===== config.mk =====
export PLATFORM = sky130hd
export DESIGN_NAME = rtc_bcd_clock
export DESIGN_NICKNAME = d
export VERILOG_FILES = /design/src/rtl/rtc_pkg.sv /design/src/rtl/bcd_mod_counter.sv /design/src/rtl/rtc_bcd_clock.sv
export SDC_FILE = /design/constraint.sdc
export NUM_CORES = 1
export LEC_CHECK = 0
export BUFFER_PORTS_ARGS = -buffer_cell sky130_fd_sc_hd__buf_4
export CAP_MARGIN = 10
export CORE_MARGIN = 2
export CORE_UTILIZATION = 53
export DETAILED_ROUTE_END_ITERATION = 12
export HOLD_SLACK_MARGIN = 0.02
export PLACE_DENSITY = 0.93
export SYNTH_ARGS = -nofsm -noshare
export SYNTH_HDL_FRONTEND = slang
export SYNTH_SLANG_ARGS = --single-unit

===== constraint.sdc =====
create_clock -name clk -period 3.7 [get_ports clk]
set_input_delay 0.37 -clock clk [delete_from_list [all_inputs] [get_ports clk]]
set_output_delay 0.37 -clock clk [all_outputs]
set_load 0.02 [all_outputs]

===== src/rtl/rtc_pkg.sv =====
// Shared types, digit limits and 24h-to-12h hour mapping for the BCD time-of-day clock.
package rtc_pkg;

  typedef logic [3:0] bcd_t;

  localparam int unsigned SEC_TENS_MAX = 5;
  localparam int unsigned MIN_TENS_MAX = 5;
  localparam int unsigned HOUR_MAX     = 23;

  // Returns {tens, ones, pm} for a 24-hour BCD hour pair.
  function automatic logic [8:0] hour24_to_12(input bcd_t h1, input bcd_t h2);
    logic [4:0] hr;
    logic [4:0] disp;
    logic       is_pm;
    hr    = 5'(h1) * 5'd10 + 5'(h2);
    is_pm = (hr >= 5'd12);
    if (hr == 5'd0) begin
      disp = 5'd12;
    end else if (hr > 5'd12) begin
      disp = hr - 5'd12;
    end else begin
      disp = hr;
    end
    if (disp >= 5'd10) begin
      return {4'd1, 4'(disp - 5'd10), is_pm};
    end else begin
      return {4'd0, 4'(disp), is_pm};
    end
  endfunction

endpackage


===== src/rtl/bcd_mod_counter.sv =====
// Two-digit BCD counter that wraps to 00 after {TENS_MAX,ONES_MAX}; load beats inc.
module bcd_mod_counter
  import rtc_pkg::*;
#(
  parameter int unsigned TENS_MAX = 5,
  parameter int unsigned ONES_MAX = 9
) (
  input  logic clk,
  input  logic rst,
  input  logic inc,
  input  logic load,
  input  bcd_t load_tens,
  input  bcd_t load_ones,
  output logic wrap_c,
  output bcd_t tens_nxt_c,
  output bcd_t ones_nxt_c,
  output bcd_t tens,
  output bcd_t ones
);

  bcd_t tens_q, tens_d;
  bcd_t ones_q, ones_d;

  // Increment result is exposed before the load override so callers see the counted value.
  always_comb begin
    wrap_c     = 1'b0;
    tens_nxt_c = tens_q;
    ones_nxt_c = ones_q;
    if (inc) begin
      if (tens_q == 4'(TENS_MAX) && ones_q == 4'(ONES_MAX)) begin
        tens_nxt_c = 4'd0;
        ones_nxt_c = 4'd0;
        wrap_c     = 1'b1;
      end else if (ones_q == 4'd9) begin
        tens_nxt_c = tens_q + 4'd1;
        ones_nxt_c = 4'd0;
      end else begin
        ones_nxt_c = ones_q + 4'd1;
      end
    end
    tens_d = load ? load_tens : tens_nxt_c;
    ones_d = load ? load_ones : ones_nxt_c;
  end

  always_ff @(posedge clk or posedge rst) begin
    if (rst) begin
      tens_q <= 4'd0;
      ones_q <= 4'd0;
    end else begin
      tens_q <= tens_d;
      ones_q <= ones_d;
    end
  end

  assign tens = tens_q;
  assign ones = ones_q;

endmodule


===== src/rtl/rtc_bcd_clock.sv =====
// HH:MM:SS BCD time-of-day counter with prescaled tick, validated load,
// 12/24-hour display, rollover strobes and minute-resolution alarm.
module rtc_bcd_clock
  import rtc_pkg::*;
#(
  parameter int unsigned TICK_DIV = 1
) (
  input  logic        clk,
  input  logic        rst,
  input  logic        en,
  input  logic        mode_12h,
  input  logic        load,
  input  logic [23:0] load_bcd,
  input  logic        alarm_en,
  input  logic [15:0] alarm_hm,
  output logic [3:0]  Hour1,
  output logic [3:0]  Hour2,
  output logic [3:0]  Min1,
  output logic [3:0]  Min2,
  output logic [3:0]  Sec1,
  output logic [3:0]  Sec2,
  output logic        pm,
  output logic        sec_pulse,
  output logic        min_pulse,
  output logic        hour_pulse,
  output logic        day_pulse,
  output logic        alarm,
  output logic        load_err
);

  localparam int unsigned PRE_W = (TICK_DIV > 1) ? $clog2(TICK_DIV) : 1;

  logic [PRE_W-1:0] pre_q, pre_d;
  logic [5:0]       pulse_q, pulse_d;

  logic tick_c, step_c, load_ok_c;
  logic sec_wrap_c, min_wrap_c, hour_wrap_c;
  bcd_t h1, h2, m1, m2, s1, s2;
  bcd_t h1_nxt, h2_nxt, m1_nxt, m2_nxt, s1_nxt, s2_nxt;
  bcd_t h12_tens, h12_ones;

  bcd_t ld_h1, ld_h2, ld_m1, ld_m2, ld_s1, ld_s2;
  assign {ld_h1, ld_h2, ld_m1, ld_m2, ld_s1, ld_s2} = load_bcd;

  // Hours above 23 are caught by the tens/ones pair check rather than a full compare.
  always_comb begin
    load_ok_c = (ld_h2 <= 4'd9) && (ld_m2 <= 4'd9) && (ld_s2 <= 4'd9)
             && (ld_m1 <= 4'(MIN_TENS_MAX)) && (ld_s1 <= 4'(SEC_TENS_MAX))
             && ((ld_h1 < 4'd2) || (ld_h1 == 4'd2 && ld_h2 <= 4'd3));
    tick_c    = en && (pre_q == PRE_W'(TICK_DIV - 1));
    step_c    = tick_c && !load;
  end

  always_comb begin
    pre_d = pre_q;
    if (load) begin
      if (load_ok_c) pre_d = '0;
    end else if (tick_c) begin
      pre_d = '0;
    end else if (en) begin
      pre_d = pre_q + PRE_W'(1);
    end
  end

  bcd_mod_counter #(.TENS_MAX(SEC_TENS_MAX), .ONES_MAX(9)) u_sec (
    .clk(clk), .rst(rst), .inc(step_c), .load(load && load_ok_c),
    .load_tens(ld_s1), .load_ones(ld_s2), .wrap_c(sec_wrap_c),
    .tens_nxt_c(s1_nxt), .ones_nxt_c(s2_nxt), .tens(s1), .ones(s2)
  );

  bcd_mod_counter #(.TENS_MAX(MIN_TENS_MAX), .ONES_MAX(9)) u_min (
    .clk(clk), .rst(rst), .inc(sec_wrap_c), .load(load && load_ok_c),
    .load_tens(ld_m1), .load_ones(ld_m2), .wrap_c(min_wrap_c),
    .tens_nxt_c(m1_nxt), .ones_nxt_c(m2_nxt), .tens(m1), .ones(m2)
  );

  bcd_mod_counter #(.TENS_MAX(HOUR_MAX / 10), .ONES_MAX(HOUR_MAX % 10)) u_hour (
    .clk(clk), .rst(rst), .inc(min_wrap_c), .load(load && load_ok_c),
    .load_tens(ld_h1), .load_ones(ld_h2), .wrap_c(hour_wrap_c),
    .tens_nxt_c(h1_nxt), .ones_nxt_c(h2_nxt), .tens(h1), .ones(h2)
  );

  // Strobe order: {sec, min, hour, day, alarm, load_err}.
  always_comb begin
    pulse_d    = '0;
    pulse_d[5] = step_c;
    pulse_d[4] = sec_wrap_c;
    pulse_d[3] = min_wrap_c;
    pulse_d[2] = hour_wrap_c;
    pulse_d[1] = alarm_en && step_c &&
                 ({h1_nxt, h2_nxt, m1_nxt, m2_nxt, s1_nxt, s2_nxt} == {alarm_hm, 8'h00});
    pulse_d[0] = load && !load_ok_c;
  end

  always_ff @(posedge clk or posedge rst) begin
    if (rst) begin
      pre_q   <= '0;
      pulse_q <= '0;
    end else begin
      pre_q   <= pre_d;
      pulse_q <= pulse_d;
    end
  end

  assign {sec_pulse, min_pulse, hour_pulse, day_pulse, alarm, load_err} = pulse_q;

  // Display hour is a pure function of the hour registers so mode changes never touch the count.
  always_comb begin
    {h12_tens, h12_ones, pm} = hour24_to_12(h1, h2);
    Hour1 = mode_12h ? h12_tens : h1;
    Hour2 = mode_12h ? h12_ones : h2;
  end

  assign Min1 = m1;
  assign Min2 = m2;
  assign Sec1 = s1;
  assign Sec2 = s2;

endmodule


* After elaboration in Yosys (flattened, before gate mapping) *
Index checks and enable logic that the tools add are counted.

cells by class
  add/sub/neg operators = 10
  reduce and logical (&&, ||, !) cells = 21
  bitwise logic cells = 1
  $mul = 1
  magnitude comparators = 10
  muxes and demuxes = 39
  eq/ne operators = 10

operator list
  operator               count
  $mux W4                26
  $add A4 B1 Y4 const B  6
  $eq A24 B24 Y1         1
  $logic_and A1 B1 Y1    15
  $eq A4 B2 Y1 const B   3
  $eq A4 B4 Y1 const B   3
  $le A4 B4 Y1 const B   3
  $ge A5 B4 Y1 const B   2
  $mux W1                10
  $mux W5                2
  $eq A4 B3 Y1 const B   2
  $le A4 B3 Y1 const B   2
  $mux W6                1
  $add A5 B4 Y5          1
  $gt A5 B4 Y1 const B   1
  $logic_not A5 Y1       1
  $sub A5 B4 Y5 const B  1
  $le A4 B2 Y1 const B   1
  $lt A4 B2 Y1 const B   1
  $mul A4 B3 Y4 const B  1
  $sub A4 B4 Y4 const B  1
  $reduce_bool A3 Y1     1
  $logic_not A1 Y1       2
  $ne A2 B1 Y1 const B   1
  4 further kinds        4

word-level totals
  bits in registers = 31
  logic and storage cells = 100

* Logic depth before layout (Yosys ltp) *
Gate-level depths: netlist of run 1.

  depth after elaboration = 8
  gate-level depth with buffers = 13
  depth with buffers taken out = 13

* Cells and area by module *
A second synthesis of run 1 with hierarchy kept.

second synthesis, totals
  cell total of the unflattened synthesis = 316
  area, all modules = 2755.1 um2

by module, submodules not included
  module                        area each (um2)  times used  cells each  sequential area each (um2)
  bcd_mod_counter at u_min ...  578.1            2           66          200.2
  rtc_bcd_clock                 973.4            1           111         175.2
  bcd_mod_counter at u_hour     625.6            1           73          200.2

* Least setup slack after synthesis of run 1 *
No wires, ideal clock.

  kind = reg2out
  start = register u_hour.tens_q[0], in the netlist u_hour.tens[0]
  end = output Hour2[2]
  data arrival time = 3.098 ns
  stages on the path, launching flop included = 14
  path buffers = 0
  setup slack = 0.232 ns
  required time = 3.330 ns
  cells stage by stage = dfrtp_1 > ha_1 > ha_1 > xor2_1 > ha_1 > nand2_1 > a21oi_1 > nor3_1 > a21oi_1 > inv_1 > ha_1 > o21a_1 > a21o_1 > a31oi_1

on the way
  word-level cells in the longest chain between the ends = 8

ends and longest elaborated chain
  what                                           RTL line                      RTL
  from (decl)                                    bcd_mod_counter.sv:21         bcd_t tens_q, tens_d;
  from (signal assigned)                         bcd_mod_counter.sv:50         tens_q <= tens_d;
  $mul A4 B3 Y4 *                                rtc_pkg.sv:15                 hr = 5'(h1) * 5'd10 + 5'(h2);
  $add A5 B4 Y5 *                                rtc_pkg.sv:15
  $sub A5 B4 Y5 or $gt A5 B4 Y1 (tied branches)  rtc_pkg.sv:20, rtc_pkg.sv:19
  $mux W5                                        rtc_pkg.sv:19                 end else if (hr > 5'd12) begin
  $mux W5 *                                      rtc_pkg.sv:17                 if (hr == 5'd0) begin
  $sub A4 B4 Y4 or $ge A5 B4 Y1 (tied branches)  rtc_pkg.sv:25, rtc_pkg.sv:24
  $mux W6 *                                      rtc_pkg.sv:24                 if (disp >= 5'd10) begin
  $mux W4 *                                      rtc_bcd_clock.sv:111          Hour2 = mode_12h ? h12_ones : h2;
  to (decl)                                      rtc_bcd_clock.sv:17           output logic [3:0] Hour2,

Every way passes the cells marked *; elsewhere a longest branch is shown, timed or not.

* Worst setup path in the final report of run 1 *
  start = register u_hour.tens_q[0], in the netlist u_hour.tens[0]
  end = output Hour2[1]

Same word-level chain as after synthesis.

==> results of run 1 <==
-- metal layers --
layer	wire [µm]	up-vias	GRT usage (%)
li1	-	1395	-
met1	3400	1444	37.0
met2	4480	193	50.1
met3	765	34	5.45
met4	299	0	10.5
met5	0	-	0
-- path summary, 6_finish.rpt --
path                       slack [ns]  cells past startpoint           start              to
min in group clk                 0.29                      3     load_bcd[4]   u_sec.tens[0]
max reg2reg                      0.54                      9           pre_q      pulse_q[1]
min                              0.12                      2             rst   u_sec.ones[1]
max in group asynchronous        2.90                      3             rst  u_hour.tens[0]
max                           0.00007                     13  u_hour.tens[0]        Hour2[1]
min reg2reg                      0.54                      2           pre_q           pre_q
-- flip-flops by register name, indices dropped and copies added, names as in the netlist --
name / cells
u_hour.ones: 4
u_sec.ones: 4
u_sec.tens: 4
pulse_q: 6
pre_q: 1
u_min.tens: 4
u_hour.tens: 4
u_min.ones: 4
-- power breakdown --
part / total, mW / switching [mW] / internal, mW / leakage, nW
sequential: 0.476 / 0.0896 / 0.386 / 0.403
clock: 0.297 / 0.127 / 0.170 / 0.0515
combinational: 0.774 / 0.413 / 0.362 / 1.24
total: 1.55 / 0.630 / 0.918 / 1.70
-- kinds of logic (layout without fill, tap and decap cells) --
kind of cell	after synthesis	after routing	share of synthesized area, %
compound gates	92	92	21.7
xor+xnor	14	14	4.93
fa+ha+maj	21	21	9.76
buf+inv	38	126	5.56
flops	31	31	28.0
mux	15	15	5.74
simple gates	120	120	24.3
-- through the flow --
step	cell area, µm²	hold slack [ns]	util [%]	setup WS (ns)
final	3690	0.124	72.6	0.0000673
after global routing	3690	0.181	72.6	-0.0710
after floorplan	2770	0.459	-	0.232
after global placement	3450	0.437	67.9	0.296
after detailed placement	3450	0.450	67.9	0.0965
after CTS	3580	0.144	70.5	0.0193
-- area by class of cell --
| cell class | count | area [µm²] | area share [%] |
|---|---|---|---|
| clock buffers | 8 | 100 | 2.72 |
| multi-input cells | 262 | 1920 | 52.2 |
| repair buffers | 94 | 706 | 19.1 |
| flip-flops and latches | 31 | 778 | 21.1 |
| inverters | 24 | 91.3 | 2.48 |
| well taps | 70 | 87.6 | 2.38 |
-- placed cells by master (no fill, tap or decap), types with 2 or more instances in the layout --
cell type | Yosys | routed
o31a_1 | 2 | 2
nor4_1 | 3 | 3
o31ai_1 | 7 | 7
nand4_1 | 7 | 7
a21o_1 | 3 | 3
xor2_1 | 4 | 3
nand3_1 | 8 | 8
o21ai_0 | 23 | 23
a21oi_2 | 0 | 2
and2_1 | 3 | 3
ha_2 | 0 | 2
nand2_1 | 22 | 22
buf_4 | 0 | 94
ha_1 | 20 | 15
dfrtp_2 | 0 | 2
a21oi_1 | 23 | 21
nor2_1 | 27 | 27
nand3b_1 | 5 | 5
and3b_1 | 6 | 6
and3_1 | 3 | 3
xnor2_1 | 9 | 9
o311ai_0 | 2 | 2
a22oi_1 | 5 | 5
o211ai_1 | 4 | 4
clkbuf_8 | 0 | 7
nor2b_1 | 6 | 6
inv_1 | 22 | 22
o21a_1 | 4 | 3
dfrtp_1 | 31 | 29
nand2b_1 | 2 | 2
ha_4 | 0 | 3
nor3_1 | 15 | 14
a211oi_1 | 8 | 8
mux2i_1 | 8 | 8
mux2_2 | 7 | 7
nand4b_1 | 2 | 2
-- repair_timing --
action | 4_1_cts | 5_1_grt
setup endpoints to repair | 4 | 4
pin swaps | 1 | 9
buffers inserted | 3 | 4
resized for setup | 3 | 14
cloned | 0 | 0
==> flow_metrics.py, run 1 <==
metrics = {
    "status": {
        "status": "finished, final reports clean",
    },
    "sta": {
        "period_needed_ns": 3.70,
        "drv_slew": 0,
        "period_share_pct": 100,
        "hold_violations": 0,
        "worstMarginPinSlew_ns": 0.533,
        "finalSetupViolations": 0,
        "relSlewSlack_pct": 64.1,
        "max_freq_ghz": 0.270,
        "finClkSkew_ns": 0.00361,
        "tns_ns": 0,
    },
    "setup_path": {
        "crit_arrival_ns": 3.33,
        "path_common_cell": "buf_4",
        "cp_top_family": "compound AO/OA/AOI/OAI gates",
        "worstPathCellList": "ha_4, fa_2, xor2_2, ha_2, buf_4, o21ai_0, a22oi_1, o32ai_2, buf_4, o21a_4, o21a_1, a21oi_1, buf_4",
        "crit_buf_inv": 3,
        "slowest_stage": "dfrtp_2",
        "path_class": "register to primary output",
        "cp_max_fo": 7,
        "crit_path_max_incr_delay_ns": 0.48,
        "end_kind": "primary output",
        "required_ns": 3.33,
        "start_kind": "register",
    },
    "clocking": {
        "cts.path.max_buffers": 2,
        "path_clk_slew_ns": 0.07,
        "cts-htree-levels": 2,
        "cts_root_buffer": "clkbuf_8",
        "clock_latency_ns": 0.29,
        "cts_inserted_buffers": 5,
        "clock-sinks": 31,
        "hold_buffers": 0,
        "cts_tree": "built",
    },
    "synth": {
        "synthTopCellsByArea": "dfrtp_1 (28%), ha_1 (9.0%), a21oi_1 (4.2%), o21ai_0 (4.2%), nor2_1 (3.7%)",
        "yosysSeqAreaShare_pct": 28.0,
        "synth_common_cells": "dfrtp_1 (31), nor2_1 (27), a21oi_1 (23), o21ai_0 (23)",
        "syn-num-nets": 398,
        "synth-seq-cells": 31,
        "netlist_instances": 331,
        "synth-main-ff-cell": "dfrtp_1",
        "yosysWarnings": 0,
        "syn_area_mm2": 0.00277,
        "synth_edf_count": 0,
        "syn_avg_cell_area_um2": 8.36,
        "synth_top_area_share_pct": 28.0,
        "synth.most_common_cell": "dfrtp_1",
        "yosysUniqueCellTypes": 58,
        "synth_area_leader_cell": "dfrtp_1",
        "async_flop_share_pct": 100,
    },
    "die": {
        "core_area_mm2": 0.00507,
        "die_h_um": 76.3,
        "io_pins": 77,
        "initial_core_util_pct": 54.5,
        "chipWidth_um": 76.3,
        "die_area_mm2": 0.00582,
        "std_cell_rows": 26,
    },
    "grt": {
        "grtUsageTotal_pct": 29.3,
        "grt_pass1_vias": 2877,
        "grt_pass1_wl_um": 13800,
        "grt-ovfl-total": 0,
        "grt_max_degree": 19,
        "antenna_found_initial": 0,
    },
    "place": {
        "gp_congestion": 0.978,
        "dp.cells": 474,
        "place.detailed.hpwl_um": 6250,
        "port_buffers": 76,
    },
    "power": {
        "p_per_area_mw_per_mm2": 420,
        "finalPower_mw": 1.55,
        "irDropWorstVdd_mv": 0.230,
        "p_leak_nw": 1.70,
    },
    "cells_and_area": {
        "syn_to_final_growth_pct": 33.2,
        "finalNetCount": 485,
        "stdcell_count": 489,
        "drive_above_1_share_pct": 31.3,
        "fillCellCount": 374,
        "diodes": 0,
    },
    "route": {
        "totalWireLength_um": 8940,
        "post-route-drc-count": 0,
        "vias": 3066,
        "wl_per_cell_um": 18.3,
        "first_iter_violations": 371,
        "vias_per_cell": 6.27,
        "ant_nets": 0,
        "firstDrtPassIters": 6,
    },
    "flow_run": {
        "drv_cap": 0,
    },
    "hold_path": {
        "worstHoldPathType": "input port to asynchronous set/reset pin",
    },
}
No activity file was read; power rests on OpenSTA's default activity.
==> run 2: changes to the inputs <==
- PLACE_DENSITY: 0.93 -> not set
- PLACE_DENSITY_LB_ADDON: not set -> 0.05
==> flow_metrics.py, run 2 (same netlist as run 1, synthesis figures left out) <==
metrics = {
    "power": {
        "p_leak_nw": 1.74,
        "combPwrFrac_pct": 49.1,
        "p_seq_share_pct": 28.9,
        "irDropWorstVdd_mv": 0.261,
        "finalPower_mw": 1.63,
        "p_per_area_mw_per_mm2": 430,
        "power.internal_mw": 0.984,
        "p_switching_mw": 0.641,
        "p_clk_share_pct": 22.0,
        "switching_share_pct": 39.5,
    },
    "die": {
        "chipWidth_um": 76.3,
        "io_pins": 77,
        "core_area_mm2": 0.00507,
        "initial_core_util_pct": 54.5,
        "die_area_mm2": 0.00582,
        "die_h_um": 76.3,
        "std_cell_rows": 26,
    },
    "clocking": {
        "path_clk_slew_ns": 0.07,
        "cts-htree-levels": 2,
        "cts_inserted_buffers": 5,
        "cts_root_buffer": "clkbuf_8",
        "hold_buffers": 0,
        "clock-sinks": 31,
        "cts_tree": "built",
        "cts.path.max_buffers": 2,
        "clock_latency_ns": 0.29,
    },
    "sta": {
        "period_share_pct": 102,
        "max_freq_ghz": 0.266,
        "hold_violations": 0,
        "setup_ws_ns": -0.0651,
        "finalSetupViolations": 2,
        "worstMarginPinSlew_ns": 0.764,
        "drv_slew": 0,
        "finClkSkew_ns": 0.00663,
        "relSlewSlack_pct": 49.0,
        "tns_ns": -0.120,
        "period_needed_ns": 3.77,
        "hold_slack_ns": 0.222,
    },
    "setup_path": {
        "crit_arrival_ns": 3.40,
        "path_class": "register to primary output",
        "cp_max_fo": 5,
        "end_kind": "primary output",
        "required_ns": 3.33,
        "start_kind": "register",
    },
    "route": {
        "ant_nets": 0,
        "wl_per_cell_um": 17.4,
        "vias": 2983,
        "vias_per_cell": 6.08,
        "first_iter_violations": 211,
        "firstDrtPassIters": 5,
        "post-route-drc-count": 0,
        "totalWireLength_um": 8540,
    },
    "cells_and_area": {
        "regArea_um2": 778,
        "fillCellCount": 406,
        "syn_to_final_growth_pct": 36.6,
        "final_cell_mix": "buf_4 (94), dfrtp_1 (29), nor2_1 (27), o21ai_0 (23)",
        "final_common_cell": "buf_4",
        "stdcell_count": 491,
        "multi_input_area_mm2": 0.00198,
        "finalNetCount": 487,
        "largest_reg_flops": 6,
        "diodes": 0,
        "drive_above_1_share_pct": 33.0,
        "final_area_mm2": 0.00378,
        "post-route-util_pct": 74.5,
        "regMostFlops": "pulse_q",
    },
    "place": {
        "dp.cells": 474,
        "place.detailed.hpwl_um": 5990,
        "post-place-ws_ns": 0.123,
        "gp_congestion": 0.918,
        "port_buffers": 76,
        "placedInstanceArea_mm2": 0.00345,
    },
    "grt": {
        "antenna_found_initial": 0,
        "grt_max_degree": 36,
        "grt-ovfl-total": 0,
        "grt_pass1_vias": 2680,
        "grtUsageTotal_pct": 27.2,
        "grt_pass1_wl_um": 13000,
    },
    "status": {
        "status": "finished with violations",
        "violations": "negative setup slack",
    },
    "flow_run": {
        "drv_cap": 0,
    },
    "hold_path": {
        "worstHoldPathType": "input port to asynchronous set/reset pin",
    },
}
## run 2: cell types whose count changed in the layout (fill, tap and decap cells not counted), moves of 2 or more
cell,before,now
buf_6,0,2
ha_4,3,6
ha_2,2,0
and2_1,3,1
## run 2: path summary, 6_finish.rpt
| check | from | to | slack (ns) | cells past startpoint |
|---|---|---|---|---|
| max in group asynchronous | rst | u_min.ones[3] | 2.80 | 3 |
| hold / removal | rst | u_sec.tens[3] | 0.22 | 2 |
| setup reg to reg | pre_q | pulse_q[1] | 0.62 | 9 |
| min in group clk | load_bcd[19] | u_hour.ones[3] | 0.29 | 2 |
| hold reg to reg | pre_q | pre_q | 0.51 | 2 |
| setup / recovery | u_hour.tens[0] | Hour2[2] | -0.07 | 13 |
## run 2: cell type report
| class | count | area share, % |
|---|---|---|
| clock buffer | 6 | 2.18 |
| clock inverter | 2 | 0.927 |
| inverter | 24 | 2.42 |
| multi-input combinational | 262 | 52.3 |
| sequential | 31 | 20.6 |
| tap | 70 | 2.32 |
| timing repair buffer | 96 | 19.3 |
## run 2: what timing repair did
item | 4_1_cts | 5_1_grt
endpoints found under the setup margin | 4 | 4
pin swaps | 1 | 11
resized for setup | 3 | 26
setup buffers | 2 | 7
## run 2: layer usage
metal,global-route usage (%),wire length (µm),vias to the layer above,share of wire [%]
met1,39.1,3590,1396,42
met3,6.16,787,22,9.2
met5,0,0,-,0
li1,-,-,1401,-
met4,6.91,226,0,2.6
met2,41.6,3930,164,46
## run 2: power by group through the flow
stage	logic [mW]	clock network, mW	registers (mW)
3_3_place_gp	0.633	0	0.468
5_1_grt	0.870	0.375	0.480
3_5_place_dp	0.650	0	0.471
6_report	0.798	0.358	0.470
4_1_cts	0.670	0.357	0.466
2_1_floorplan	0.383	0	0.499
## run 2: critical path, stage by stage, from the launching register on
cell     delay, ns
dfrtp_2       0.46
ha_4          0.19
fa_2          0.44
xor2_4        0.22
buf_6         0.12
inv_2         0.05
ha_4          0.12
o21ai_0       0.08
a22oi_1       0.30
o32ai_2       0.20
or3_4         0.39
a21o_1        0.18
a31oi_1       0.18
buf_4         0.17
==> run 3: changes to the inputs <==
- ABC_CLOCK_PERIOD_IN_PS: not set -> 3350
- CORE_UTILIZATION: 53 -> 48
- clock period: 3.7 -> 3.35 ns (I/O delays scaled with it)
==> flow_metrics.py, run 3 (same netlist as run 1, synthesis figures left out) <==
metrics = {
    "hold_path": {
        "worstHoldPathType": "input port to asynchronous set/reset pin",
    },
    "sta": {
        "relSlewSlack_pct": 67.1,
        "finClkSkew_ns": 0.00932,
        "hold_violations": 0,
        "finalSetupViolations": 4,
        "period_share_pct": 105,
        "drv_slew": 0,
        "worstMarginPinSlew_ns": 0.489,
        "rsz0062_at_grt": "yes",
        "hold_slack_ns": 0.128,
        "setup_ws_ns": -0.158,
        "max_freq_ghz": 0.285,
        "period_needed_ns": 3.51,
        "tns_ns": -0.490,
    },
    "setup_path": {
        "cp_top_family": "compound AO/OA/AOI/OAI gates",
        "end_kind": "primary output",
        "worst_r2r_path_depth": 9,
        "path_class": "register to primary output",
        "cp.depth": 13,
        "startpoint": "u_hour.tens[0]",
        "worstPathCellList": "ha_4, ha_4, a21oi_1, nand3_1, and2_2, nor3_2, a21oi_2, buf_4, buf_4, buf_4, o211ai_1, o21a_1, buf_6",
        "path_common_cell": "buf_4",
        "crit_buf_inv": 4,
        "crit_path_max_incr_delay_ns": 0.46,
        "required_ns": 3.01,
        "slowest_stage": "dfrtp_2",
        "cp_max_fo": 5,
        "start_kind": "register",
        "worstReg2RegStart": "u_sec.tens[0]",
        "crit_arrival_ns": 3.17,
    },
    "grt": {
        "grtUsageTotal_pct": 27.4,
        "grt-ovfl-total": 0,
        "grt_pass1_vias": 2771,
        "grt_max_degree": 32,
        "grt_pass1_wl_um": 13500,
        "antenna_found_initial": 0,
    },
    "place": {
        "place.detailed.hpwl_um": 6280,
        "gp_congestion": 0.878,
        "port_buffers": 76,
    },
    "status": {
        "violations": "negative setup slack",
        "status": "finished with violations",
    },
    "power": {
        "p_per_area_mw_per_mm2": 480,
        "finalPower_mw": 1.88,
        "irDropWorstVdd_mv": 0.285,
        "p_leak_nw": 1.78,
    },
    "die": {
        "chipWidth_um": 79.9,
        "initial_core_util_pct": 50.0,
        "die_h_um": 79.9,
        "die_area_mm2": 0.00639,
        "std_cell_rows": 27,
        "core_area_mm2": 0.00554,
        "io_pins": 77,
    },
    "clocking": {
        "cts-htree-levels": 2,
        "hold_buffers": 0,
        "clock-sinks": 31,
        "cts.path.max_buffers": 2,
        "path_clk_slew_ns": 0.07,
        "clock_latency_ns": 0.29,
        "cts_root_buffer": "clkbuf_8",
        "cts_tree": "built",
        "cts_inserted_buffers": 5,
    },
    "cells_and_area": {
        "final_cell_mix": "buf_4 (102), dfrtp_1 (30), nor2_1 (27), o21ai_0 (22), nand2_1 (21)",
        "diodes": 0,
        "final_common_cell": "buf_4",
        "syn_to_final_growth_pct": 41.4,
        "drive_above_1_share_pct": 36.2,
        "regMostFlops": "pulse_q",
        "largest_reg_flops": 6,
        "finalNetCount": 497,
    },
    "route": {
        "vias": 2985,
        "post-route-drc-count": 0,
        "totalWireLength_um": 8750,
        "first_iter_violations": 243,
        "vias_per_cell": 5.93,
        "firstDrtPassIters": 5,
        "ant_nets": 0,
        "wl_per_cell_um": 17.4,
    },
    "flow_run": {
        "drv_cap": 0,
    },
}
## run 3: layer usage
| layer | global-route usage [%] | routed length, µm |
|---|---|---|
| met5 | 0 | 0 |
| met4 | 10.0 | 187 |
| met3 | 5.32 | 718 |
| met2 | 41.3 | 3960 |
| met1 | 38.9 | 3890 |
## run 3: worst paths after layout
kind	end	slack, ns
max in group asynchronous	u_hour.tens[0]	2.89
min in group clk	u_sec.ones[0]	0.25
max reg2reg	pulse_q[1]	0.31
min reg2reg	pre_q	0.52
min	pre_q	0.13
max	Hour1[0]	-0.16
## run 3: worst reg2reg max path, stage by stage (launching register included)
cell	delay [ns]
dfrtp_1	0.49
ha_1	0.24
and3b_1	0.32
nand4_1	0.23
buf_4	0.25
nor4_1	0.43
o21ai_0	0.14
a211oi_1	0.39
nand4_1	0.16
nor4b_2	0.29
## run 3: cell type report
class / count / area, µm²
Tap cell: 72 / 90.1
Clock inverter: 2 / 35.0
Timing Repair Buffer: 106 / 811
Multi-Input combinational cell: 262 / 2020
Sequential cell: 31 / 777
Clock buffer: 6 / 82.6
Fill cell: 448 / 1630
Inverter: 24 / 93.8
## run 3: per-stage QoR
stage	utilization, %	area (µm²)	setup WS (ns)	cells
2_1_floorplan	-	2780	0.0292	331
3_3_place_gp	63.6	3530	0.165	485
3_5_place_dp	63.6	3530	0.0339	485
4_1_cts	69.2	3830	-0.135	499
5_1_grt	70.6	3910	-0.228	503
6_report	70.6	3910	-0.158	503
## run 3: power breakdown
| group | internal [mW] | leakage (nW) | switching [mW] | total [mW] |
|---|---|---|---|---|
| registers | 0.426 | 0.404 | 0.0903 | 0.516 |
| logic | 0.470 | 1.32 | 0.496 | 0.966 |
| clock network | 0.241 | 0.0612 | 0.155 | 0.396 |
## run 3: repair_timing
action	CTS	global route
pin swaps	13	13
endpoints found under the setup margin	4	4
buffers inserted	6	4
gates resized for setup	27	11
